===== config.mk =====
export PLATFORM = sky130hd
export DESIGN_NAME = branch_sequencer
export DESIGN_NICKNAME = d
export VERILOG_FILES = /design/src/rtl/brseq_pkg.sv /design/src/rtl/return_stack.sv /design/src/rtl/branch_sequencer.sv
export SDC_FILE = /design/constraint.sdc
export NUM_CORES = 1
export LEC_CHECK = 0
export ABC_CLOCK_PERIOD_IN_PS = 7000
export BUFFER_PORTS_ARGS = -buffer_cell sky130_fd_sc_hd__clkbuf_2
export CORE_ASPECT_RATIO = 0.5
export CORE_UTILIZATION = 50
export DETAILED_ROUTE_END_ITERATION = 10
export GPL_ROUTABILITY_DRIVEN = 0
export GPL_TIMING_DRIVEN = 0
export PLACE_DENSITY = 0.78
export SYNTH_ARGS = -nofsm -noshare
export SYNTH_HDL_FRONTEND = slang
export SYNTH_HIERARCHICAL = 1
export SYNTH_SLANG_ARGS = --single-unit

===== constraint.sdc =====
create_clock -name CLK -period 7 [get_ports CLK]
set_input_delay 1.4 -clock CLK [delete_from_list [all_inputs] [get_ports CLK]]
set_output_delay 1.4 -clock CLK [all_outputs]
set_load 0.03 [all_outputs]

===== src/rtl/brseq_pkg.sv =====
// Shared widths, flag-index names and the action encoding for the branch sequencer.
package brseq_pkg;

    localparam int COND_SEL_W = 3;
    localparam int OP_W       = COND_SEL_W + 1;
    localparam int FLAGS_W    = 2 ** COND_SEL_W;

    localparam int FLAG_ZERO     = 0;
    localparam int FLAG_CARRY    = 1;
    localparam int FLAG_SIGN     = 2;
    localparam int FLAG_OVERFLOW = 3;
    localparam int FLAG_PARITY   = 4;

    typedef enum logic [1:0] {
        ACT_INC  = 2'd0,
        ACT_JMP  = 2'd1,
        ACT_CALL = 2'd2,
        ACT_RET  = 2'd3
    } action_e;

    // Return beats call beats jump; with no request the address increments.
    function automatic action_e select_action(input logic jmp, input logic call, input logic ret);
        action_e act;
        if (ret) begin
            act = ACT_RET;
        end else if (call) begin
            act = ACT_CALL;
        end else if (jmp) begin
            act = ACT_JMP;
        end else begin
            act = ACT_INC;
        end
        return act;
    endfunction

endpackage


===== src/rtl/return_stack.sv =====
// DEPTH x AW LIFO holding call return addresses; push and pop are never issued together.
module return_stack
    import brseq_pkg::*;
#(
    parameter int AW    = 8,
    parameter int DEPTH = 4,
    parameter int CNTW  = $clog2(DEPTH + 1)
) (
    input  logic            clk,
    input  logic            rst,
    input  logic            push,
    input  logic            pop,
    input  logic [AW-1:0]   push_data,
    output logic [AW-1:0]   top,
    output logic            full,
    output logic            empty,
    output logic [CNTW-1:0] count
);

    localparam int IW = (DEPTH > 1) ? $clog2(DEPTH) : 1;

    logic [AW-1:0]   mem_q [DEPTH];
    logic [AW-1:0]   mem_d [DEPTH];
    logic [CNTW-1:0] count_q;
    logic [CNTW-1:0] count_d;
    logic [IW-1:0]   push_idx_s;
    logic [IW-1:0]   top_idx_s;

    assign full       = (count_q == CNTW'(DEPTH));
    assign empty      = (count_q == {CNTW{1'b0}});
    assign count      = count_q;
    assign push_idx_s = count_q[IW-1:0];
    assign top_idx_s  = IW'(count_q - CNTW'(1));
    assign top        = mem_q[top_idx_s];

    // Next storage and occupancy.
    always_comb begin
        mem_d   = mem_q;
        count_d = count_q;
        if (push && !full) begin
            mem_d[push_idx_s] = push_data;
            count_d           = count_q + CNTW'(1);
        end else if (pop && !empty) begin
            count_d = count_q - CNTW'(1);
        end else begin
            count_d = count_q;
        end
    end

    // Entry storage; contents are meaningless above the occupancy so no reset is needed.
    always_ff @(posedge clk) begin
        mem_q <= mem_d;
    end

    // Occupancy register.
    always_ff @(posedge clk) begin
        if (rst) begin
            count_q <= {CNTW{1'b0}};
        end else begin
            count_q <= count_d;
        end
    end

endmodule


===== src/rtl/branch_sequencer.sv =====
// Program counter with conditional jump and call/return through a hardware stack.
// Optional feature macro BRSEQ_RELATIVE_EN adds REL for PC-relative jump/call destinations.
module branch_sequencer
    import brseq_pkg::*;
#(
    parameter int AW    = 8,
    parameter int DEPTH = 4,
    parameter int CW    = COND_SEL_W,
    parameter int SPW   = $clog2(DEPTH + 1)
) (
    input  logic              CLK,
    input  logic              RST,
    input  logic              EN,
    input  logic              JMP_INST,
    input  logic              CALL_INST,
    input  logic              RET_INST,
    input  logic [CW:0]       OP,
    input  logic [2**CW-1:0]  FLAGS,
    input  logic [AW-1:0]     TARGET,
`ifdef BRSEQ_RELATIVE_EN
    input  logic              REL,
`endif
    output logic [AW-1:0]     ADDR,
    output logic [SPW-1:0]    SP,
    output logic              TAKEN,
    output logic              OVF,
    output logic              UNF
);

    logic [AW-1:0] addr_q, addr_d;
    logic          taken_q, taken_d;
    logic          ovf_q, ovf_d;
    logic          unf_q, unf_d;

    action_e       act_s;
    logic          cond_s;
    logic [AW-1:0] inc_s;
    logic [AW-1:0] dest_s;
    logic          push_s;
    logic          pop_s;
    logic [AW-1:0] stk_top_s;
    logic          stk_full_s;
    logic          stk_empty_s;

    assign act_s  = select_action(JMP_INST, CALL_INST, RET_INST);
    assign cond_s = (FLAGS[OP[CW-1:0]] == OP[CW]);
    assign inc_s  = addr_q + AW'(1);
`ifdef BRSEQ_RELATIVE_EN
    // TARGET and ADDR share width, so modular addition already sign-extends the offset.
    assign dest_s = REL ? (addr_q + TARGET) : TARGET;
`else
    assign dest_s = TARGET;
`endif

    assign push_s = EN && (act_s == ACT_CALL) && !stk_full_s;
    assign pop_s  = EN && (act_s == ACT_RET) && !stk_empty_s;

    return_stack #(
        .AW    (AW),
        .DEPTH (DEPTH),
        .CNTW  (SPW)
    ) u_stack (
        .clk       (CLK),
        .rst       (RST),
        .push      (push_s),
        .pop       (pop_s),
        .push_data (inc_s),
        .top       (stk_top_s),
        .full      (stk_full_s),
        .empty     (stk_empty_s),
        .count     (SP)
    );

    // Next-address mux and status flags.
    always_comb begin
        addr_d  = addr_q;
        taken_d = taken_q;
        ovf_d   = ovf_q;
        unf_d   = unf_q;
        if (EN) begin
            addr_d  = inc_s;
            taken_d = 1'b0;
            case (act_s)
                ACT_RET: begin
                    if (!stk_empty_s) begin
                        addr_d  = stk_top_s;
                        taken_d = 1'b1;
                    end else begin
                        unf_d = 1'b1;
                    end
                end
                ACT_CALL: begin
                    if (!stk_full_s) begin
                        addr_d  = dest_s;
                        taken_d = 1'b1;
                    end else begin
                        ovf_d = 1'b1;
                    end
                end
                ACT_JMP: begin
                    if (cond_s) begin
                        addr_d  = dest_s;
                        taken_d = 1'b1;
                    end else begin
                        taken_d = 1'b0;
                    end
                end
                ACT_INC: begin
                    addr_d = inc_s;
                end
                default: begin
                    addr_d = inc_s;
                end
            endcase
        end else begin
            addr_d = addr_q;
        end
    end

    // Address and status registers.
    always_ff @(posedge CLK) begin
        if (RST) begin
            addr_q  <= {AW{1'b0}};
            taken_q <= 1'b0;
            ovf_q   <= 1'b0;
            unf_q   <= 1'b0;
        end else begin
            addr_q  <= addr_d;
            taken_q <= taken_d;
            ovf_q   <= ovf_d;
            unf_q   <= unf_d;
        end
    end

    assign ADDR  = addr_q;
    assign TAKEN = taken_q;
    assign OVF   = ovf_q;
    assign UNF   = unf_q;

endmodule

==> impl_metrics.ini, run 1 <==
[cells_and_area]
fin_util = 0.620
area_delta_synth_final_pct = 15.9
multi_input_area_um2 = 1040
final-seq-area_um2 = 1240
antenna_cells = 0
fill_cells = 372
drive_gt1_frac = 0.300
nNetsFinal = 272

[routing]
dr_wl_met3_um = 405
highest_layer = met4
drt_iter0_markers = 179
drt-total-wl_um = 5300
first_pass_iters = 5
post_drt_wl_per_cell_um = 17.3
routed_via_density = 5.95
num_vias = 1820
wl_met1_um = 2300
ant_nets = 0
wl_met2_um = 2530
drc = 0

[yosys]
ys_top_cells_by_area = edfxtp_1 40%, dfxtp_1 12%, mux4_2 7.5%
syn-num-nets = 226
ys_seq_area_frac = 0.515
synth_common_cells = 32 x edfxtp_1, 14 x dfxtp_1, 13 x nor2_1
avgSynthCellArea_um2 = 12.5
ys.flop_type = edfxtp_1
synth_edf_count = 32
synth_area_um2 = 2410
synth_area_leader_cell = edfxtp_1
synth_top_area_frac = 0.399
synthArstFlopShare = 0
ys_ff_latch = 46
synth_warnings = 6
syn_inst = 193
synth_cell_types = 40
synth_most_common_cell = edfxtp_1

[setup_path]
r2r_start = u_stack/count[0]
r2r_cells = 10
critical_path_class = primary input to flop
required_ns = 7.20
crit_arrival_ns = 3.16
endpoint_kind = flop
r2r_slack_ns = 4.16
r2r_end = u_stack/count[1]
critPathLaunchType = primary input
worstPathMaxFanout = 9

[global_routing]
grt_pass1_wl_um = 8230
grt_max_degree = 14
grt_antenna_before_repair = 0
grt_pass1_vias = 1709
grt-ovfl-total = 0
grt_usage = 0.218

[power]
power_density_nw_per_um2 = 212
p_leak_nw = 1.06
seqPwrFrac = 0.519
combinationalPowerShare = 0.156
pwr-share-clk = 0.324
p_sw_frac = 0.249
switchingPower_mw = 0.148
irDropWorstVdd_uv = 89.8
p_int_mw = 0.445
p_total_mw = 0.593

[sta]
relSlewSlack = 0.648
rsz0062_at_grt = no
fmax_mhz = 338
drv_slew = 0
skew_ns = 0.00996
setup-violations-final = 0
hold_violations = 0
setup_tns_ns = 0
fin_crit_sh = 0.422
worst_pin_slew_ns = 0.528
period_needed_ns = 2.96

[floorplanning]
core_area_um2 = 4510
initial_core_util = 0.534
dieWidth_um = 100
rows = 17
num_io_pins = 40
dieArea_um2 = 5120
die_y_um = 51.1

[worst_hold_path]
hold_start = TAKEN
hold_path_class = flop to flop
hold_end = TAKEN
holdPathStages = 2

[clock_tree]
cts_max_level = 2
clockBufferDepth = 2
cts_hold_buf = 0
cts.sinks = 46
post_cts_resized = 0
clk_pin_slew_worst_paths_ns = 0.08
cts.root.buffer_cell = clkbuf_8
cts_setup_buffers = 0
cts_tree = built
clkLatencyLatePin_ns = 0.29
numCtsBuffers = 5

[run_status]
status = completed

[placement]
io_buffers = 39
place_hpwl_um = 3800

[run]
drv_cap = 0
-- metrics by stage --
step / area [µm²] / std cells / worst slack, ns / hold WS, ns
finish: 2790 / 306 / 4.04 / 0.488
global route: 2790 / 306 / 3.91 / 0.523
CTS: 2790 / 306 / 4.07 / 0.493
detailed placement: 2690 / 298 / 3.76 / 0.482
global placement: 2690 / 298 / 3.79 / 0.452
floorplan: 2410 / 193 / 3.99 / 0.601
-- power groups by stage --
stage | registers (mW) | logic (mW) | clock network [mW]
global route | 0.309 | 0.100 | 0.205
floorplan | 0.322 | 0.0538 | 0
detailed placement | 0.314 | 0.0912 | 0
CTS | 0.308 | 0.0917 | 0.194
finish | 0.308 | 0.0925 | 0.192
global placement | 0.314 | 0.0882 | 0
-- cells in the final DEF, fill, tap and decap left out, types with 2 or more instances in the layout --
cell	count
a211oi_1	3
nor2_1	13
xor2_1	3
a311oi_1	6
and2_1	4
mux2i_1	3
dfxtp_1	14
nor2b_1	2
nand2_1	8
nor3_1	3
and3b_2	2
nand2b_1	3
clkbuf_2	39
a21oi_1	7
o211ai_1	8
edfxtp_1	32
clkbuf_1	5
mux4_2	8
nand3_1	9
ha_1	7
buf_2	2
or3_1	6
a31oi_1	10
mux4_1	2
o21ai_0	7
inv_1	9
clkbuf_8	10
-- cell type report --
| class | count | share of cell area |
|---|---|---|
| plain buffers | 11 | 0.0349 |
| clock buffers | 7 | 0.0273 |
| well taps | 66 | 0.0296 |
| clock inverters | 1 | 0.0107 |
| inverters | 9 | 0.0121 |
| flip-flops and latches | 46 | 0.444 |
| multi-input cells | 127 | 0.371 |
| repair buffers | 39 | 0.0699 |
-- cell families after synthesis --
logic type | Yosys count | synth area share
AND/OR/NAND/NOR | 54 | 0.116
AO/OA/AOI/OAI | 47 | 0.138
flip-flops | 46 | 0.515
buffers and inverters | 20 | 0.0545
multiplexers | 16 | 0.129
adder cells (fa/ha/maj) | 7 | 0.0363
XOR/XNOR | 3 | 0.0109
-- flip-flops by register name (all words and copies together), names as in the netlist --
register and flops:
OVF 1, u_stack/count 3, u_stack/mem_q 32, TAKEN 1, UNF 1, ADDR 8
-- metal layers --
layer | global-route usage | up-vias
met2 | 0.358 | 88
met3 | 0.0451 | 8
met4 | 0.0628 | 0
met5 | 0 | -
met1 | 0.297 | 886
li1 | - | 838
-- how the worst max path moves through the flow --
stage,to,from
after floorplan,ADDR[2],OP[0]
after global placement,ADDR[2],OP[0]
after detailed placement,ADDR[2],OP[0]
after CTS,ADDR[2],OP[0]
after global routing,u_stack/mem_q[29],EN
final,ADDR[7],OP[0]
-- worst max-delay path: stages --
cell and delay (ns):
clkbuf_2 0.11, mux4_1 0.54, mux2_4 0.32, mux2i_4 0.35, a311oi_1 0.17, a211oi_1 0.26
(Power assumes the default switching activity.)
==> inputs of run 2 (changes only) <==
--- a/config.mk
+++ b/config.mk
@@ -5,7 +5,7 @@
 export SDC_FILE = /design/constraint.sdc
 export NUM_CORES = 1
 export LEC_CHECK = 0
-export ABC_CLOCK_PERIOD_IN_PS = 7000
+export ABC_CLOCK_PERIOD_IN_PS = 3040
 export BUFFER_PORTS_ARGS = -buffer_cell sky130_fd_sc_hd__clkbuf_2
 export CORE_ASPECT_RATIO = 0.5
 export CORE_UTILIZATION = 50
==> constraint.sdc (replaced) <==
create_clock -name CLK -period 3.04 [get_ports CLK]
set_input_delay 0.608 -clock CLK [delete_from_list [all_inputs] [get_ports CLK]]
set_output_delay 0.608 -clock CLK [all_outputs]
set_load 0.03 [all_outputs]
==> run 2 against run 1 <==
Compared with the run above:
- sequential power rose by 130%
- global-route usage stayed put
- clock power up 130%
- die area unchanged
- cell count shrank 0.33%
- largest cell class unchanged
- largest power group unchanged
==> impl_metrics.ini, run 2 (same netlist as run 1, synthesis figures left out) <==
[sta]
fmax_mhz = 366
fin_crit_sh = 0.899
skew_ns = 0.00868
rsz0062_at_grt = no
setup_tns_ns = 0
hold_violations = 0
relSlewSlack = 0.456
setup-violations-final = 0
fin_ws_ns = 0.306
drv_slew = 0
worst_pin_slew_ns = 0.816
period_needed_ns = 2.73
whs_ns = 0.489

[setup_path]
cp_num_buf_inv = 2
critical_path_class = flop to flop
crit_family = simple AND/OR/NAND/NOR gates
crit_arrival_ns = 2.67
worstPathCellList = buf_4 -> inv_1 -> ha_1 -> and2_2 -> nor3_1 -> a21boi_2 -> and2_1
critPathLaunchType = flop
crit_path_top_delay_cell = and2_1
endpoint_kind = flop
required_ns = 2.98
max_stage_delay_ns = 0.47
r2r_slack_ns = 0.31
worstPathMaxFanout = 10

[routing]
drc = 0
wl_met1_um = 2260
dr_wl_met3_um = 444
drt_iter0_markers = 182
num_vias = 1798
routed_via_density = 5.90
highest_layer = met4
wl_met2_um = 2480
post_drt_wl_per_cell_um = 17.2
first_pass_iters = 5
drt-total-wl_um = 5240
ant_nets = 0

[floorplanning]
rows = 17
die_y_um = 51.1
dieWidth_um = 100
num_io_pins = 40
dieArea_um2 = 5120
initial_core_util = 0.534
core_area_um2 = 4510

[cells_and_area]
finalNonFillerCells = 305
final_common_cell = clkbuf_2
largest_reg_flops = 32
layout_common_cells = 39 x clkbuf_2, 32 x edfxtp_1, 14 x dfxtp_1, 13 x nor2_1
area_delta_synth_final_pct = 15.8
antenna_cells = 0
nNetsFinal = 271
drive_gt1_frac = 0.305
top_register = u_stack/mem_q

[global_routing]
grt-ovfl-total = 0
grt_max_degree = 14
grt_pass1_wl_um = 8230
grt_pass1_vias = 1709
grt_antenna_before_repair = 0
grt_usage = 0.218

[placement]
dp_cells = 298
dp_slack_ns = 0.261
io_buffers = 39
place_hpwl_um = 3800

[clock_tree]
cts_hold_buf = 0
cts.root.buffer_cell = clkbuf_8
clk_pin_slew_worst_paths_ns = 0.08
post_cts_resized = 0
numCtsBuffers = 5
cts.sinks = 46
cts_setup_buffers = 0
cts_max_level = 2
clkLatencyLatePin_ns = 0.29
cts_tree = built
clockBufferDepth = 2

[power]
irDropWorstVdd_uv = 207
p_total_mw = 1.36
power_density_nw_per_um2 = 487
p_leak_nw = 1.06

[run_status]
status = completed

[run]
drv_cap = 0

[worst_hold_path]
hold_path_class = flop to flop
## run 2: layer usage
| layer | up-vias | GRT usage |
|---|---|---|
| li1 | 830 | - |
| met1 | 868 | 0.297 |
| met2 | 91 | 0.358 |
| met3 | 9 | 0.0451 |
| met4 | 0 | 0.0628 |
| met5 | - | 0 |
## run 2: metrics by stage
step / cell area [µm²] / utilization
final: 2790 / 0.619
after global routing: 2790 / 0.619
after CTS: 2790 / 0.620
after detailed placement: 2690 / 0.596
after global placement: 2690 / 0.596
after floorplan: 2410 / -
## run 2: final timing paths
| check | start | cells after the start | end |
|---|---|---|---|
| max | u_stack/count[0] | 7 | u_stack/mem_q[6] |
| min | TAKEN | 2 | TAKEN |
| max reg2reg | u_stack/count[0] | 7 | u_stack/mem_q[6] |
| min reg2reg | TAKEN | 2 | TAKEN |
## run 2: layout make-up
class,count,area (µm²)
multi-input combinational,127,1040
buffer,10,93.8
inverter,9,33.8
tap,66,82.6
sequential,46,1240
clock inverter,1,30.0
fill,371,1720
timing repair buffer,39,195
clock buffer,7,76.3
## run 2: worst reg2reg max path, delay by kind of cell (launching register included)
kind            cells  cell delay, ns
flops               1            0.45
buf+inv             2            0.38
simple gates        3            0.97
fa+ha+maj           1            0.25
compound gates      1            0.35
## run 2: power breakdown
group | switching [mW] | internal, mW
clock network | 0.194 | 0.246
logic | 0.126 | 0.0860
registers | 0.0168 | 0.692
total | 0.336 | 1.02
==> inputs of run 3 (changes only) <==
--- a/config.mk
+++ b/config.mk
@@ -8,11 +8,12 @@
 export ABC_CLOCK_PERIOD_IN_PS = 3040
 export BUFFER_PORTS_ARGS = -buffer_cell sky130_fd_sc_hd__clkbuf_2
 export CORE_ASPECT_RATIO = 0.5
-export CORE_UTILIZATION = 50
+export CORE_UTILIZATION = 30
 export DETAILED_ROUTE_END_ITERATION = 10
 export GPL_ROUTABILITY_DRIVEN = 0
 export GPL_TIMING_DRIVEN = 0
-export PLACE_DENSITY = 0.78
+export HOLD_SLACK_MARGIN = 0.05
+export PLACE_DENSITY = 0.54
 export SYNTH_ARGS = -nofsm -noshare
 export SYNTH_HDL_FRONTEND = slang
 export SYNTH_HIERARCHICAL = 1
==> run 3 against run 2 <==
Compared with the run above:
- clock skew fell by 0.0030 ns
- global-route usage fell by 8.4 points
- combinational power barely moved
- fmax rose by 0.70%
- via count fell by 3.3%
- register-to-register slack improved by 0.02 ns
- total power rose by 8.9%
- setup slack improved by 0.019 ns
- cell area rose by 3.5%
- critical path depth did not move
- flip-flop and latch count did not move
- count of clock-buffer cells in the layout fell by 2
- critical endpoint is now u_stack/mem_q[12]
- largest power group unchanged
==> impl_metrics.ini, run 3 (same netlist as run 1, synthesis figures left out) <==
[cells_and_area]
top_register = u_stack/mem_q
nNetsFinal = 272
area_delta_synth_final_pct = 19.8
drive_gt1_frac = 0.308
antenna_cells = 0
fill_cells = 769
layout_common_cells = 39 x clkbuf_2, 32 x edfxtp_1, 14 x dfxtp_1, 13 x nor2_1, 10 x a31oi_1
final_common_cell = clkbuf_2
fin_area_um2 = 2890
largest_reg_flops = 32
finalNonFillerCells = 348

[clock_tree]
numCtsBuffers = 5
clkLatencyLatePin_ns = 0.30
clk_pin_slew_worst_paths_ns = 0.07
cts_hold_buf = 0
cts_setup_buffers = 0
clockBufferDepth = 2
post_cts_resized = 0
cts_tree = built
cts.sinks = 46
cts_max_level = 2
cts.root.buffer_cell = clkbuf_16

[routing]
num_vias = 1739
drt-total-wl_um = 5240
post_drt_wl_per_cell_um = 15.0
drt_iter0_markers = 90
ant_nets = 0
drc = 0
routed_via_density = 5.00
first_pass_iters = 4

[sta]
period_needed_ns = 2.71
drv_slew = 0
fmax_mhz = 368
worst_pin_slew_ns = 0.478
relSlewSlack = 0.681
rsz0062_at_grt = no
hold_violations = 0
setup-violations-final = 0
skew_ns = 0.00571
fin_crit_sh = 0.893
setup_tns_ns = 0

[power]
combinationalPowerShare = 0.141
switchingPower_mw = 0.394
p_leak_nw = 1.08
irDropWorstVdd_uv = 219
p_int_mw = 1.09
pwr-share-clk = 0.381
power_density_nw_per_um2 = 513
p_sw_frac = 0.266
seqPwrFrac = 0.478

[floorplanning]
num_io_pins = 40
dieWidth_um = 129
dieArea_um2 = 8420
initial_core_util = 0.320
core_area_um2 = 7540
rows = 22
die_y_um = 65.4

[global_routing]
grt_max_degree = 17
grt_pass1_wl_um = 8470
grt_pass1_vias = 1725
grt_usage = 0.135
grt_antenna_before_repair = 0
grt-ovfl-total = 0

[run_status]
status = completed

[setup_path]
worstPathMaxFanout = 10
required_ns = 2.98
crit_family = simple AND/OR/NAND/NOR gates
max_stage_delay_ns = 0.47
crit_path_top_delay_cell = and2_1
crit_cells = 7
critical_path_class = flop to flop
r2r_slack_ns = 0.33
cp_num_buf_inv = 2
endpoint_kind = flop
crit_arrival_ns = 2.65
r2r_cells = 7
critPathLaunchType = flop
worstPathCellList = buf_4 -> inv_1 -> ha_1 -> and2_2 -> nor3_1 -> a21boi_2 -> and2_1

[run]
drv_cap = 0

[placement]
place_hpwl_um = 3940
dp_cells = 340
placed_area_um2 = 2740
io_buffers = 39

[worst_hold_path]
holdPathStages = 2
hold_path_class = flop to flop
run 3: worst min-delay path: cells and delay by family, from the launching register on:
kind / cells / cell delay (ns)
AND/OR/NAND/NOR: 1 / 0.07
flip-flops: 1 / 0.33
AO/OA/AOI/OAI: 1 / 0.04
run 3: stage by stage:
stage	worst slack (ns)	hold WS [ns]	total power [mW]	util
floorplan	0.529	0.601	0.866	-
detailed placement	0.294	0.453	0.933	0.363
CTS	0.278	0.468	1.48	0.383
global route	0.0834	0.503	1.54	0.383
finish	0.325	0.469	1.48	0.383
global placement	0.347	0.454	0.928	0.363
run 3: power by group through the flow:
| stage | clock network [mW] | logic, mW | registers, mW |
|---|---|---|---|
| 6_report | 0.565 | 0.209 | 0.708 |
| 5_1_grt | 0.596 | 0.229 | 0.711 |
| 4_1_cts | 0.566 | 0.210 | 0.708 |
| 3_5_place_dp | 0 | 0.210 | 0.723 |
| 3_3_place_gp | 0 | 0.206 | 0.722 |
| 2_1_floorplan | 0 | 0.124 | 0.742 |
run 3: per-layer routing:
| layer | up-vias | GRT usage | routed length [µm] |
|---|---|---|---|
| met5 | - | 0 | 0 |
| met4 | 0 | 0.0529 | 82 |
| met3 | 7 | 0.0358 | 255 |
| met2 | 42 | 0.216 | 2420 |
| met1 | 852 | 0.175 | 2480 |
| li1 | 838 | - | - |
run 3: area by class of cell:
| cell class | count | area, µm² | area share |
|---|---|---|---|
| sequential | 46 | 1240 | 0.430 |
| multi-input combinational | 127 | 1040 | 0.359 |
| timing repair buffer | 39 | 195 | 0.0676 |
| tap | 108 | 135 | 0.0468 |
| clock buffer | 5 | 125 | 0.0433 |
| buffer | 11 | 97.6 | 0.0338 |
| inverter | 9 | 33.8 | 0.0117 |
| clock inverter | 3 | 22.5 | 0.00780 |
run 3: path summary, 6_finish.rpt:
path                                        from                end
worst min register to register               UNF                UNF
worst max-delay path            u_stack/count[0]  u_stack/mem_q[12]
worst min-delay path                         UNF                UNF
worst max register to register  u_stack/count[0]  u_stack/mem_q[12]
